`src/rtl/bp_update_ctrl.sv`:
```
// Branch-predictor update controller.
// Resolved branches from EX are queued (optionally only mispredicts) and
// replayed to the predictor as update strobes. After reset or a clear
// request, the controller sweeps every predictor entry with a clear strobe.
module bp_update_ctrl #(
  parameter int DEPTH          = 4,
  parameter int ENTRIES        = 32,
  parameter int FILTER_CORRECT = 1
) (
  input  logic                                   clk,
  input  logic                                   rst,
  input  logic                                   clear,
  input  logic                                   in_valid,
  output logic                                   in_ready,
  input  logic [31:0]                            in_pc,
  input  logic [31:0]                            in_target,
  input  logic                                   in_mispredict,
  output logic                                   out_valid,
  input  logic                                   out_ready,
  output logic [31:0]                            out_pc,
  output logic [31:0]                            out_target,
  output logic                                   out_wrong,
  output logic                                   init_en,
  output logic [((ENTRIES > 1) ? $clog2(ENTRIES) : 1)-1:0] init_idx,
  output logic                                   busy,
  output logic [7:0]                             drop_cnt
);

  localparam int PW = (DEPTH > 1) ? $clog2(DEPTH) : 1;
  localparam int IW = (ENTRIES > 1) ? $clog2(ENTRIES) : 1;
  localparam int CW = PW + 1;
  localparam logic [CW-1:0] DEPTH_C    = CW'(DEPTH);
  localparam logic [IW-1:0] LAST_IDX_C = IW'(ENTRIES - 1);

  typedef enum logic [1:0] {
    ST_INIT  = 2'd0,
    ST_RUN   = 2'd1,
    ST_FLUSH = 2'd2
  } state_t;

  state_t          state_q, state_d;
  logic [IW-1:0]   init_idx_q, init_idx_d;
  logic [CW-1:0]   count_q, count_d;
  logic [PW-1:0]   wr_ptr_q, wr_ptr_d;
  logic [PW-1:0]   rd_ptr_q, rd_ptr_d;
  logic [7:0]      drop_cnt_q, drop_cnt_d;

  // Payload storage: {pc, target, mispredict}
  logic [64:0]     fifo_mem [DEPTH];
  logic [64:0]     head;

  logic            push;
  logic            pop;

  // Outputs decode registered state only; rst forces the idle/busy values.
  always_comb begin
    in_ready  = !rst && (state_q == ST_RUN) && (count_q < DEPTH_C);
    out_valid = !rst && (state_q == ST_RUN) && (count_q != '0);
    init_en   = !rst && (state_q == ST_INIT);
    busy      = rst || (state_q != ST_RUN) || (count_q != '0);
    init_idx  = init_idx_q;
    drop_cnt  = drop_cnt_q;
    head       = fifo_mem[rd_ptr_q];
    out_pc     = head[64:33];
    out_target = head[32:1];
    out_wrong  = head[0];
  end

  // Handshake qualifiers; a clear in the same cycle cancels both.
  always_comb begin
    push = in_valid && in_ready && !clear &&
           ((FILTER_CORRECT == 0) || in_mispredict);
    pop  = out_valid && out_ready && !clear;
  end

  // Next-state: sweep sequencing, flush, queue pointers and drop counter.
  always_comb begin
    state_d    = state_q;
    init_idx_d = init_idx_q;
    count_d    = count_q;
    wr_ptr_d   = wr_ptr_q;
    rd_ptr_d   = rd_ptr_q;
    drop_cnt_d = drop_cnt_q;

    case (state_q)
      ST_INIT: begin
        if (clear) begin
          init_idx_d = '0;
        end else if (init_idx_q == LAST_IDX_C) begin
          state_d    = ST_RUN;
          init_idx_d = '0;
        end else begin
          init_idx_d = init_idx_q + 1'b1;
        end
      end
      ST_RUN: begin
        if (clear) begin
          state_d  = ST_FLUSH;
          count_d  = '0;
          wr_ptr_d = '0;
          rd_ptr_d = '0;
        end else begin
          if (push) wr_ptr_d = wr_ptr_q + 1'b1;
          if (pop)  rd_ptr_d = rd_ptr_q + 1'b1;
          case ({push, pop})
            2'b10:   count_d = count_q + 1'b1;
            2'b01:   count_d = count_q - 1'b1;
            default: count_d = count_q;
          endcase
        end
      end
      ST_FLUSH: begin
        state_d    = ST_INIT;
        init_idx_d = '0;
      end
      default: begin
        state_d    = ST_INIT;
        init_idx_d = '0;
      end
    endcase

    if (in_valid && !in_ready && (drop_cnt_q != 8'hFF)) begin
      drop_cnt_d = drop_cnt_q + 8'd1;
    end
  end

  // State registers with synchronous reset.
  always_ff @(posedge clk) begin
    if (rst) begin
      state_q    <= ST_INIT;
      init_idx_q <= '0;
      count_q    <= '0;
      wr_ptr_q   <= '0;
      rd_ptr_q   <= '0;
      drop_cnt_q <= '0;
    end else begin
      state_q    <= state_d;
      init_idx_q <= init_idx_d;
      count_q    <= count_d;
      wr_ptr_q   <= wr_ptr_d;
      rd_ptr_q   <= rd_ptr_d;
      drop_cnt_q <= drop_cnt_d;
    end
  end

  // Queue write port; contents need no reset since count gates visibility.
  always_ff @(posedge clk) begin
    if (push) begin
      fifo_mem[wr_ptr_q] <= {in_pc, in_target, in_mispredict};
    end
  end

endmodule
```
`config.mk`:
```
export PLATFORM = sky130hd
export DESIGN_NAME = bp_update_ctrl
export DESIGN_NICKNAME = d
export VERILOG_FILES = /design/src/rtl/bp_update_ctrl.sv
export SDC_FILE = /design/constraint.sdc
export NUM_CORES = 1
export LEC_CHECK = 0
export ABC_AREA = 1
export CAP_MARGIN = 20
export CORE_UTILIZATION = 56
export CTS_BUF_LIST = sky130_fd_sc_hd__clkbuf_8
export DETAILED_ROUTE_END_ITERATION = 7
export MAX_ROUTING_LAYER = met4
export PLACE_DENSITY = 0.84
export RECOVER_POWER = 50
export SLEW_MARGIN = 10
export SYNTH_ARGS = -nofsm -noshare
export SYNTH_HDL_FRONTEND = slang
export SYNTH_SLANG_ARGS = --single-unit
```
`constraint.sdc`:
```
create_clock -name clk -period 9.4 [get_ports clk]
set_input_delay 1.88 -clock clk [delete_from_list [all_inputs] [get_ports clk]]
set_output_delay 1.88 -clock clk [all_outputs]
set_load 0.01 [all_outputs]
```
Yosys cells after proc, flatten, opt, wreduce, memory -nomap -nowiden
Memories as Yosys holds them, arrays and structs flattened. A register that Yosys moved wholly into a read port is not among the register bits.
Cells that the tools add are included.
Widths: inputs -> output; s select.
{"block": "totals", "word_cells": 65, "inputBits": 70, "mem_bits_rw": 260, "register_bits": 22, "n_memories": 1, "output_inout_bits": 82}
{"block": "classes", "reduce_logical": 25, "n_lt_le_gt_ge": 1, "addsub": 6, "muxes": 17, "eq_ne": 9}
{"name": "fifo_mem", "words": 4, "width": 65, "rd": 1, "rd_ports_with_merged_regs": 1, "write_ports": 1, "line_no": "49", "text": "logic [64:0] fifo_mem [DEPTH];"}
{"op": "$mux 2", "n": 9}
{"op": "$logic_and 1x1->1", "n": 11}
{"op": "$mux 5", "n": 2}
{"op": "$pmux 5 s2", "n": 1}
{"op": "$add 8x1->8 const B", "n": 1}
{"op": "$ne 8x8->1 const B", "n": 1}
{"op": "$pmux 3 s2", "n": 1}
{"op": "$reduce_and 2->1", "n": 3}
{"op": "$reduce_bool 3->1", "n": 2}
{"op": "$add 5x1->5 const B", "n": 1}
{"op": "$eq 5x5->1 const B", "n": 1}
{"op": "$add 2x1->2 const B", "n": 2}
{"op": "$eq 2x1->1 const B", "n": 2}
{"op": "$ne 2x1->1 const B", "n": 2}
{"op": "$ne 2x2->1 const B", "n": 2}
{"op": "$pmux 2 s2", "n": 1}
{"op": "$reduce_bool 2->1", "n": 2}
{"op": "$add 3x1->3 const B", "n": 1}
{"op": "$logic_not 1->1", "n": 3}
{"op": "$lt 3x3->1 const B", "n": 1}
{"op": "$mux 3", "n": 1}
{"op": "$reduce_and 3->1", "n": 1}
{"op": "$sub 3x1->3 const B", "n": 1}
{"op": "$eq 2x2->1 const B", "n": 1}
{"op": "3 further kinds", "n": 5}

Depth between registers and ports, before layout
Gate-level depths: netlist of run 1.
{"block": "logic_depth", "depth_word": 9, "ltp_mapped": 11, "depth_no_buf": 11}

Worst setup path after synthesis of run 1
Ideal clock, no wire load.
{"block": "synth_timing", "path_type": "in2reg", "startpoint": "input clear", "endpoint": "memory fifo_mem[0][0], enable pin", "setup_time_ns": 0.488, "arrival_time_ns": 5.001, "setup_slack_ns": 3.910, "required_ns": 8.912, "path_stages": 4, "path_cell_list": "inv_2 > nand3_2 > nand3b_4 > nor2_1"}
{"block": "synth_via", "elab_chain_cells": 5}
{"item": "from (decl)", "line_no": "12", "text": "input logic clear,"}
{"item": "$logic_not 1->1", "line_no": "71", "text": "push = in_valid && in_ready && !clear &&"}
{"item": "$logic_and 1x1->1 (2 in series)", "line_no": "71"}
{"item": "$mux 1", "line_no": "148", "text": "if (push) begin"}
{"item": "$mux 1 (implied by the code)", "line_no": "149", "text": "fifo_mem[wr_ptr_q] <= {in_pc, in_target, in_mispredict};"}
{"item": "to (decl)", "line_no": "49"}
Every way passes these cells.

Worst setup path after layout of run 1
{"block": "layout_timing", "startpoint": "input rst", "endpoint": "memory fifo_mem[2][39], enable pin"}
{"block": "layout_via", "elab_chain_cells": 8}
{"item": "from (decl)", "line_no": "11", "text": "input logic rst,"}
{"item": "$logic_not 1->1", "line_no": "57", "text": "in_ready = !rst && (state_q == ST_RUN) && (count_q < DEPTH_C);"}
{"item": "$logic_and 1x1->1 (2 in series)", "line_no": "57"}
{"item": "$logic_and 1x1->1 (3 in series)", "line_no": "71"}
{"item": "$mux 1", "line_no": "148"}
{"item": "$mux 1 (implied by the code)", "line_no": "149"}
Every way passes these cells.

==> results of run 1 <==
[cell usage in the layout (no fill, tap or decap), types with 2 or more instances in the layout]
master           netlist  routed
inv_2                  5       3
a21oi_1               12      13
nor2_4                 2       4
ha_1                   7       7
o22ai_1               67      67
clkinv_2               0       7
a21oi_2                3       2
nor2_1               149     147
nand2_2                2       2
clkbuf_8               0      45
o21ai_1                5       3
nand4_1                6       6
clkdlybuf4s50_1        0      72
nand3b_1               1       2
diode_2                0       3
nor3_1                 5       6
dfxtp_1               24      22
clkinv_1               0       7
nand3_1                8      11
xor2_1                 2       2
edfxtp_1             260     260
o21ai_0              132     134
dlygate4sd3_1          0      79
nand2_1               23      23
buf_4                  0       8
inv_1                 22      38
[metrics by stage]
step	instances	power, mW	utilization (%)	area (sq um)
final	1244	2.30	70.3	13200
after detailed placement	1167	1.46	66.7	12600
after global routing	1244	2.37	70.3	13200
after CTS	1241	2.33	70.6	13300
after floorplan	791	1.41	-	10800
after global placement	1167	1.46	66.7	12600
[worst reg2reg max path, cell delays in order, from the launching register on]
cell	delay, ns
dfxtp_1	0.35
inv_2	0.08
nand2_2	0.06
nor2_1	0.30
nand3b_1	0.41
nor2_1	1.80
buf_4	0.77
[area by class of cell]
type	count	area [sq um]	share of cell area, %
diodes	3	7.51	0.0567
clock buffers	45	619	4.68
clock inverters	29	118	0.888
inverters	27	104	0.784
multi-input cells	437	2200	16.6
flip-flops and latches	284	8290	62.6
well taps	260	325	2.46
repair buffers	159	1570	11.9
[kinds of logic (layout without fill, tap and decap cells)]
logic type	after synthesis	count (layout)
compound gates	224	224
xor+xnor	2	2
fa+ha+maj	8	8
buf+inv	70	260
flops	284	284
other cells	0	3
simple gates	203	203
[worst min-delay path by stage]
stage | startpoint | endpoint | slack [ns] | cells past startpoint
after CTS | rd_ptr_q[1] | register | 0.50 | 2
after global routing | drop_cnt[1] | drop_cnt[1] | 0.54 | 2
after detailed placement | rd_ptr_q[1] | register | 0.48 | 2
after global placement | rd_ptr_q[1] | register | 0.48 | 2
final | rd_ptr_q[1] | register | 0.51 | 2
after floorplan | rd_ptr_q[1] | register | 0.45 | 2
[routing by layer]
layer	track usage [%]	up-vias	share of wire (%)
met5	-	-	0
met4	8.58	0	2.4
met3	5.10	47	6.1
met2	38.0	238	50
met1	27.6	3316	41
li1	-	3273	-
[sequential cells by signal (all words and copies together), names as in the netlist, named ones only]
signal,flops
count_q,3
drop_cnt,8
fifo_mem,260
init_idx,5
rd_ptr_q,2
state_q,2
wr_ptr_q,2
[power by group through the flow]
stage / logic, mW / registers [mW] / clock network, mW
2_1_floorplan: 0.00676 / 1.41 / 0
3_5_place_dp: 0.0526 / 1.41 / 0
3_3_place_gp: 0.0511 / 1.41 / 0
5_1_grt: 0.0502 / 1.38 / 0.947
4_1_cts: 0.0531 / 1.38 / 0.893
6_report: 0.0465 / 1.38 / 0.870
==> impl_metrics.env, run 1 <==
export IMPL_status="finished, violations left"
export IMPL_violations="capacitance limit, slew limit"
export IMPL_die_width_um=141
export IMPL_rsz0062_at_grt="false"
export IMPL_cts_resized=0
export IMPL_wire_per_inst_um=17.4
export IMPL_seq_area_frac_synth_pct=76.7
export IMPL_crit_path_max_fanout=41
export IMPL_yosysUniqueCellTypes=32
export IMPL_grt_usage_pct=22.9
export IMPL_initial_core_util_pct=57.4
export IMPL_ios=152
export IMPL_via_per_inst=5.53
export IMPL_hold_slack_ns=0.505
export IMPL_synthCells=791
export IMPL_pwr_share_clk_pct=37.9
export IMPL_grt_pass1_vias=6764
export IMPL_fmax_mhz=169
export IMPL_synth_adder_area_share_pct=0.996
export IMPL_synth_xor_area_share_pct=0.162
export IMPL_critical_path_cell_chain="dlygate4sd3_1, nor2_1, nand3b_1, nor2_1, buf_4"
export IMPL_dp_hpwl_um=11800
export IMPL_hold_violations=0
export IMPL_synth_nets=869
export IMPL_arrival_ns=6.07
export IMPL_fp_coreArea_sq_um=18800
export IMPL_critPathKind="input pin to register"
export IMPL_cp_num_cells=5
export IMPL_path_clk_slew_ns=0.05
export IMPL_synth_edf_count=260
export IMPL_drive_above_1_share_pct=7.75
export IMPL_synthArstFlopShare_pct=0
export IMPL_io_buffers=151
export IMPL_switching_share_pct=19.7
export IMPL_cpLargestDelayFamily="simple AND/OR/NAND/NOR gates"
export IMPL_die_height_um=141
export IMPL_synth_area_leader_cell="edfxtp_1"
export IMPL_ys_seq_elements=284
export IMPL_drtIter0Drc=403
export IMPL_netlist_area_leader_share_pct=72.3
export IMPL_cpPeakStageDelay_ns=1.80
export IMPL_synthMuxAreaShare_pct=0
export IMPL_ff2ff_setup_slack_ns=5.24
export IMPL_overflow=0
export IMPL_critPathCaptureType="register"
export IMPL_cts_hold_buf=0
export IMPL_r2r_cells=6
export IMPL_fin_nets=1031
export IMPL_rows=50
export IMPL_synth_area_per_cell_sq_um=13.7
export IMPL_cell_internal_pwr_mw=1.84
export IMPL_hp_class="register to register"
export IMPL_grt_antenna_before_repair=3
export IMPL_r2r_end="fifo_mem[2][39]"
export IMPL_crit_top_cell="nor2_1"
export IMPL_synthToLayoutAreaGrowth_pct=22.6
export IMPL_netlist_area_sq_um=10800
export IMPL_dp_slack_ns=3.77
export IMPL_slowest_stage="nor2_1"
export IMPL_startpoint_type="input pin"
export IMPL_finalSetupTns_ns=0
export IMPL_fin_skew_ns=0.0103
export IMPL_min_period_over_period_pct=62.9
export IMPL_power_frac_seq_pct=60.1
export IMPL_die_area_sq_um=19800
export IMPL_post_route_drc_count=0
export IMPL_critPathBufInv=2
export IMPL_drv_cap=1
export IMPL_cts_tree="built"
export IMPL_root_buffer="clkbuf_8"
export IMPL_max_slew_margin_rel_pct=-51.0
export IMPL_worstSetupStartpoint="rst"
export IMPL_timing_rr_start="state_q[1]"
export IMPL_synthFlopType="edfxtp_1"
export IMPL_clockBufferDepth=3
export IMPL_synth_warnings=0
export IMPL_synthTopCellsByArea="edfxtp_1, o21ai_0, nor2_1, dfxtp_1, o22ai_1"
export IMPL_ir_drop_mv=0.0955
export IMPL_firstDrtPassIters=4
export IMPL_fin_crit_ns=5.92
export IMPL_drtAntennaViolNets=0
export IMPL_vias=6874
export IMPL_cts_buffers=44
export IMPL_cp_endpoint="fifo_mem[2][39]"
export IMPL_cp_data_required_time_ns=9.55
export IMPL_grt_max_degree=103
export IMPL_synth_simple_gate_area_share_pct=8.15
export IMPL_power_switching_uw=453
export IMPL_drv_slew=26
export IMPL_drt_wl_total_um=21700
export IMPL_synthMostInstantiatedCell="edfxtp_1"
export IMPL_h_tree_depth=2
export IMPL_insertion_delay_ns=0.52
export IMPL_fill_cells=1268
export IMPL_clock_sinks=284
export IMPL_grt_pass1_wl_um=33900
export IMPL_routabilityCongestion=0.831
export IMPL_tightest_slew_ns=2.26
export IMPL_combPwrFrac_pct=2.0
export IMPL_fin_ws_ns=3.48
export IMPL_leakagePower_nw=4.54
export IMPL_synth_top_family_by_area="compound AO/OA/AOI/OAI gates"
export IMPL_synth_commonest_cells="edfxtp_1, nor2_1, o21ai_0"
export IMPL_setup_viol=0
export IMPL_synth_compound_area_share_pct=11.4
export IMPL_post_cts_buffers=0
export IMPL_p_per_area_nw_per_um2=173
(Power assumes the default switching activity.)
==> run 2, diff against run 1 <==
CORE_UTILIZATION = 51   (was 56)
PLACE_DENSITY = 0.8   (was 0.84)
clock period = 5.4 ns   (was 9.4 ns; I/O delays follow)
==> impl_metrics.env, run 2 (synthesis gave the netlist of run 1 again) <==
export IMPL_rsz0062_at_grt="false"
export IMPL_drtIter0Drc=455
export IMPL_slowest_stage="nor2_1"
export IMPL_insertion_delay_ns=0.55
export IMPL_crit_top_cell="nor2_1"
export IMPL_fin_nets=1032
export IMPL_cts_buffers=44
export IMPL_die_area_sq_um=21800
export IMPL_fin_ws_ns=0.897
export IMPL_fill_cells=1450
export IMPL_cpPeakStageDelay_ns=1.44
export IMPL_cts_hold_buf=0
export IMPL_finalSetupTns_ns=0
export IMPL_crit_path_max_fanout=29
export IMPL_h_tree_depth=2
export IMPL_grt_pass1_vias=6828
export IMPL_wire_per_inst_um=17.4
export IMPL_hold_slack_ns=0.496
export IMPL_largest_reg_flops=260
export IMPL_critPathCaptureType="register"
export IMPL_via_per_inst=5.47
export IMPL_fin_crit_ns=4.50
export IMPL_vias=6877
export IMPL_p_per_area_nw_per_um2=306
export IMPL_max_slew_margin_rel_pct=-18.3
export IMPL_hold_violations=0
export IMPL_critical_path_cell_chain="dlygate4sd3_1, nor2_1, nand3b_1, nor2_1, buf_4"
export IMPL_finalNonFillerCells=1257
export IMPL_clock_sinks=284
export IMPL_drv_cap=1
export IMPL_overflow=0
export IMPL_drv_slew=20
export IMPL_drtAntennaViolNets=0
export IMPL_clockBufferDepth=3
export IMPL_post_route_drc_count=0
export IMPL_startpoint_type="input pin"
export IMPL_routabilityCongestion=0.799
export IMPL_ir_drop_mv=0.179
export IMPL_fin_skew_ns=0.0286
export IMPL_initial_core_util_pct=52.7
export IMPL_cp_data_required_time_ns=5.58
export IMPL_root_buffer="clkbuf_8"
export IMPL_critPathKind="input pin to register"
export IMPL_setup_viol=0
export IMPL_finalPower_mw=4.07
export IMPL_final_cell_mix="edfxtp_1, nor2_1, o21ai_0"
export IMPL_fp_coreArea_sq_um=20500
export IMPL_cts_resized=0
export IMPL_violations="capacitance limit, slew limit"
export IMPL_grt_pass1_wl_um=34400
export IMPL_dp_hpwl_um=12400
export IMPL_rows=52
export IMPL_dp_cells=1178
export IMPL_cts_tree="built"
export IMPL_grt_antenna_before_repair=4
export IMPL_grt_max_degree=107
export IMPL_post_cts_buffers=0
export IMPL_drt_wl_total_um=21900
export IMPL_min_period_over_period_pct=83.4
export IMPL_grt_usage_pct=21.1
export IMPL_arrival_ns=4.68
export IMPL_final_common_cell="edfxtp_1"
export IMPL_firstDrtPassIters=5
export IMPL_io_buffers=151
export IMPL_largest_register="fifo_mem"
export IMPL_hp_class="register to register"
export IMPL_fmax_mhz=222
export IMPL_final_util_pct=65.0
export IMPL_path_clk_slew_ns=0.06
export IMPL_postPlaceCellArea_sq_um=12600
export IMPL_synthToLayoutAreaGrowth_pct=23.3
export IMPL_drive_above_1_share_pct=7.63
export IMPL_die_width_um=148
export IMPL_finalInstanceArea_sq_um=13300
export IMPL_die_height_um=148
export IMPL_leakagePower_nw=4.56
export IMPL_dp_slack_ns=1.38
export IMPL_ios=152
export IMPL_status="finished, violations left"
export IMPL_tightest_slew_ns=1.77
## run 2: cell count changes in the layout (fill, tap and decap cells not counted), moves of 2 or more
cell      delta
clkinv_1     +5
buf_12       +2
inv_1        -3
clkinv_2     -4
## run 2: area by class of cell
type,instances,area (sq um),area share [%]
sequential,284,8290,62.2
clock inverter,29,144,1.08
multi-input combinational,437,2200,16.5
clock buffer,46,633,4.75
tap,270,338,2.54
antenna,4,10.0,0.0751
timing repair buffer,160,1600,12.0
inverter,27,104,0.779
## run 2: worst paths after layout
| kind | start | to | slack, ns | cells after the start |
|---|---|---|---|---|
| hold / removal | rd_ptr_q[1] | register | 0.50 | 2 |
| setup / recovery | rst | fifo_mem[3][10] | 0.90 | 5 |
| setup reg to reg | state_q[1] | fifo_mem[3][10] | 1.84 | 6 |
| hold reg to reg | rd_ptr_q[1] | register | 0.50 | 2 |
## run 2: where the power goes
group	internal, mW	leakage (nW)	switching, mW
Combinational	0.0412	1.58	0.0410
Sequential	2.40	2.53	0.00216
Clock	0.831	0.444	0.758
## run 2: per-layer routing
layer | wire length [um] | vias up | global-route usage (%)
li1 | - | 3276 | -
met1 | 8820 | 3303 | 25.8
met2 | 10700 | 259 | 34.6
met3 | 1910 | 39 | 5.59
met4 | 442 | 0 | 6.65
met5 | 0 | - | -
## run 2: critical path, delay by kind of cell
| family | cells | cell delay, ns |
|---|---|---|
| simple gates | 3 | 2.21 |
| buf+inv | 2 | 1.37 |
==> run 3, diff against run 2 <==
clock period = 3.7 ns   (was 5.4 ns; I/O delays follow)
==> impl_metrics.env, run 3 (synthesis gave the netlist of run 1 again) <==
export IMPL_clockBufferDepth=3
export IMPL_cts_resized=0
export IMPL_drive_above_1_share_pct=7.89
export IMPL_insertion_delay_ns=0.55
export IMPL_drtIter0Drc=486
export IMPL_fin_skew_ns=0.0184
export IMPL_die_width_um=148
export IMPL_cp_data_required_time_ns=2.96
export IMPL_grt_antenna_before_repair=2
export IMPL_status="completed"
export IMPL_final_common_cell="edfxtp_1"
export IMPL_combPwrFrac_pct=2.0
export IMPL_vias=6938
export IMPL_fp_coreArea_sq_um=20500
export IMPL_wire_per_inst_um=17.8
export IMPL_power_frac_seq_pct=59.6
export IMPL_cell_internal_pwr_mw=4.69
export IMPL_switching_share_pct=20.2
export IMPL_grt_max_degree=131
export IMPL_clock_sinks=284
export IMPL_path_clk_slew_ns=0.06
export IMPL_root_buffer="clkbuf_8"
export IMPL_leakagePower_nw=4.55
export IMPL_dp_slack_ns=0.606
export IMPL_fin_nets=1036
export IMPL_cts_tree="built"
export IMPL_finalNonFillerCells=1261
export IMPL_cts_buffers=44
export IMPL_post_route_drc_count=0
export IMPL_tightest_slew_ns=1.09
export IMPL_largest_register="fifo_mem"
export IMPL_fmax_mhz=298
export IMPL_dp_hpwl_um=12500
export IMPL_fin_crit_ns=3.36
export IMPL_post_cts_buffers=0
export IMPL_rows=52
export IMPL_arrival_ns=2.62
export IMPL_power_switching_mw=1.19
export IMPL_max_slew_margin_rel_pct=27.3
export IMPL_hold_violations=0
export IMPL_die_area_sq_um=21800
export IMPL_final_cell_mix="edfxtp_1, nor2_1, o21ai_0"
export IMPL_cts_hold_buf=0
export IMPL_pwr_share_clk_pct=38.3
export IMPL_die_height_um=148
export IMPL_firstDrtPassIters=5
export IMPL_hp_class="register to register"
export IMPL_grt_pass1_wl_um=35300
export IMPL_min_period_over_period_pct=90.8
export IMPL_grt_usage_pct=21.7
export IMPL_critPathCaptureType="output port"
export IMPL_critPathKind="register to output port"
export IMPL_drtAntennaViolNets=0
export IMPL_startpoint_type="register"
export IMPL_io_buffers=151
export IMPL_initial_core_util_pct=52.7
export IMPL_ir_drop_mv=0.303
export IMPL_via_per_inst=5.50
export IMPL_ios=152
export IMPL_largest_reg_flops=260
export IMPL_timing_rr_start="state_q[1]"
export IMPL_drt_wl_total_um=22400
export IMPL_ff2ff_setup_slack_ns=0.94
export IMPL_routabilityCongestion=0.787
export IMPL_r2r_cells=6
export IMPL_setup_viol=0
export IMPL_cp_endpoint="out_wrong"
export IMPL_synthToLayoutAreaGrowth_pct=23.9
export IMPL_fin_ws_ns=0.340
export IMPL_drv_slew=0
export IMPL_crit_path_max_fanout=29
export IMPL_dp_cells=1182
export IMPL_p_per_area_nw_per_um2=439
export IMPL_rsz0062_at_grt="false"
export IMPL_fill_cells=1516
export IMPL_r2r_end="fifo_mem[3][60]"
export IMPL_h_tree_depth=2
export IMPL_drv_cap=0
export IMPL_grt_pass1_vias=6786
export IMPL_overflow=0
-- run 3: changes by cell type in the layout (fill, tap and decap cells not counted), sizes merged --
cell           before  now
buf                 9   12
bufinv              1    0
clkdlybuf4s50      72   85
clkinv             15    9
clkinvlp            0    3
diode               4    2
dlygate4sd3        79   66
inv                40   47
-- run 3: final cells by class --
class | count | area (sq um) | share of cell area [%]
multi-input combinational | 437 | 2200 | 16.5
sequential | 284 | 8290 | 62.0
inverter | 27 | 104 | 0.776
tap | 270 | 338 | 2.53
antenna | 2 | 5.00 | 0.0374
timing repair buffer | 164 | 1680 | 12.6
clock buffer | 45 | 619 | 4.63
clock inverter | 32 | 133 | 0.991
-- run 3: power by group through the flow --
stage               registers [mW]  clock network [mW]  logic, mW
global placement              3.57                   0      0.130
finish                        3.50                2.25      0.119
CTS                           3.50                2.31      0.136
global route                  3.50                2.45      0.130
detailed placement            3.57                   0      0.135
floorplan                     3.57                   0     0.0172
-- run 3: worst min-delay path by stage --
stage | from | to | cells after the start
global placement | rd_ptr_q[1] | register | 2
global route | drop_cnt[6] | drop_cnt[6] | 1
finish | rd_ptr_q[1] | register | 2
floorplan | rd_ptr_q[1] | register | 2
CTS | drop_cnt[6] | drop_cnt[6] | 1
detailed placement | rd_ptr_q[1] | register | 2
-- run 3: worst max-delay path: stages (launching register included) --
cell             delay [ns]
dfxtp_2                0.70
buf_4                  0.37
o21ai_0                0.13
o22ai_1                0.27
clkdlybuf4s50_1        0.60
-- run 3: routing by layer --
layer | vias up | GRT usage [%] | share of wire, %
met3 | 39 | 4.88 | 7.5
met5 | - | - | 0
met2 | 266 | 34.9 | 49
met1 | 3344 | 27.1 | 41
met4 | 0 | 7.94 | 2.1
li1 | 3289 | - | -
-- run 3: metrics by stage --
stage	hold WS, ns	TNS (ns)	cell area (sq um)	util (%)	power (mW)
detailed placement	0.496	0	12700	62.0	3.71
floorplan	0.453	-168.93	10800	-	3.59
global route	0.516	0	13400	65.3	6.08
finish	0.506	0	13400	65.3	5.87
CTS	0.511	0	13500	65.6	5.95
global placement	0.475	0	12700	62.0	3.70
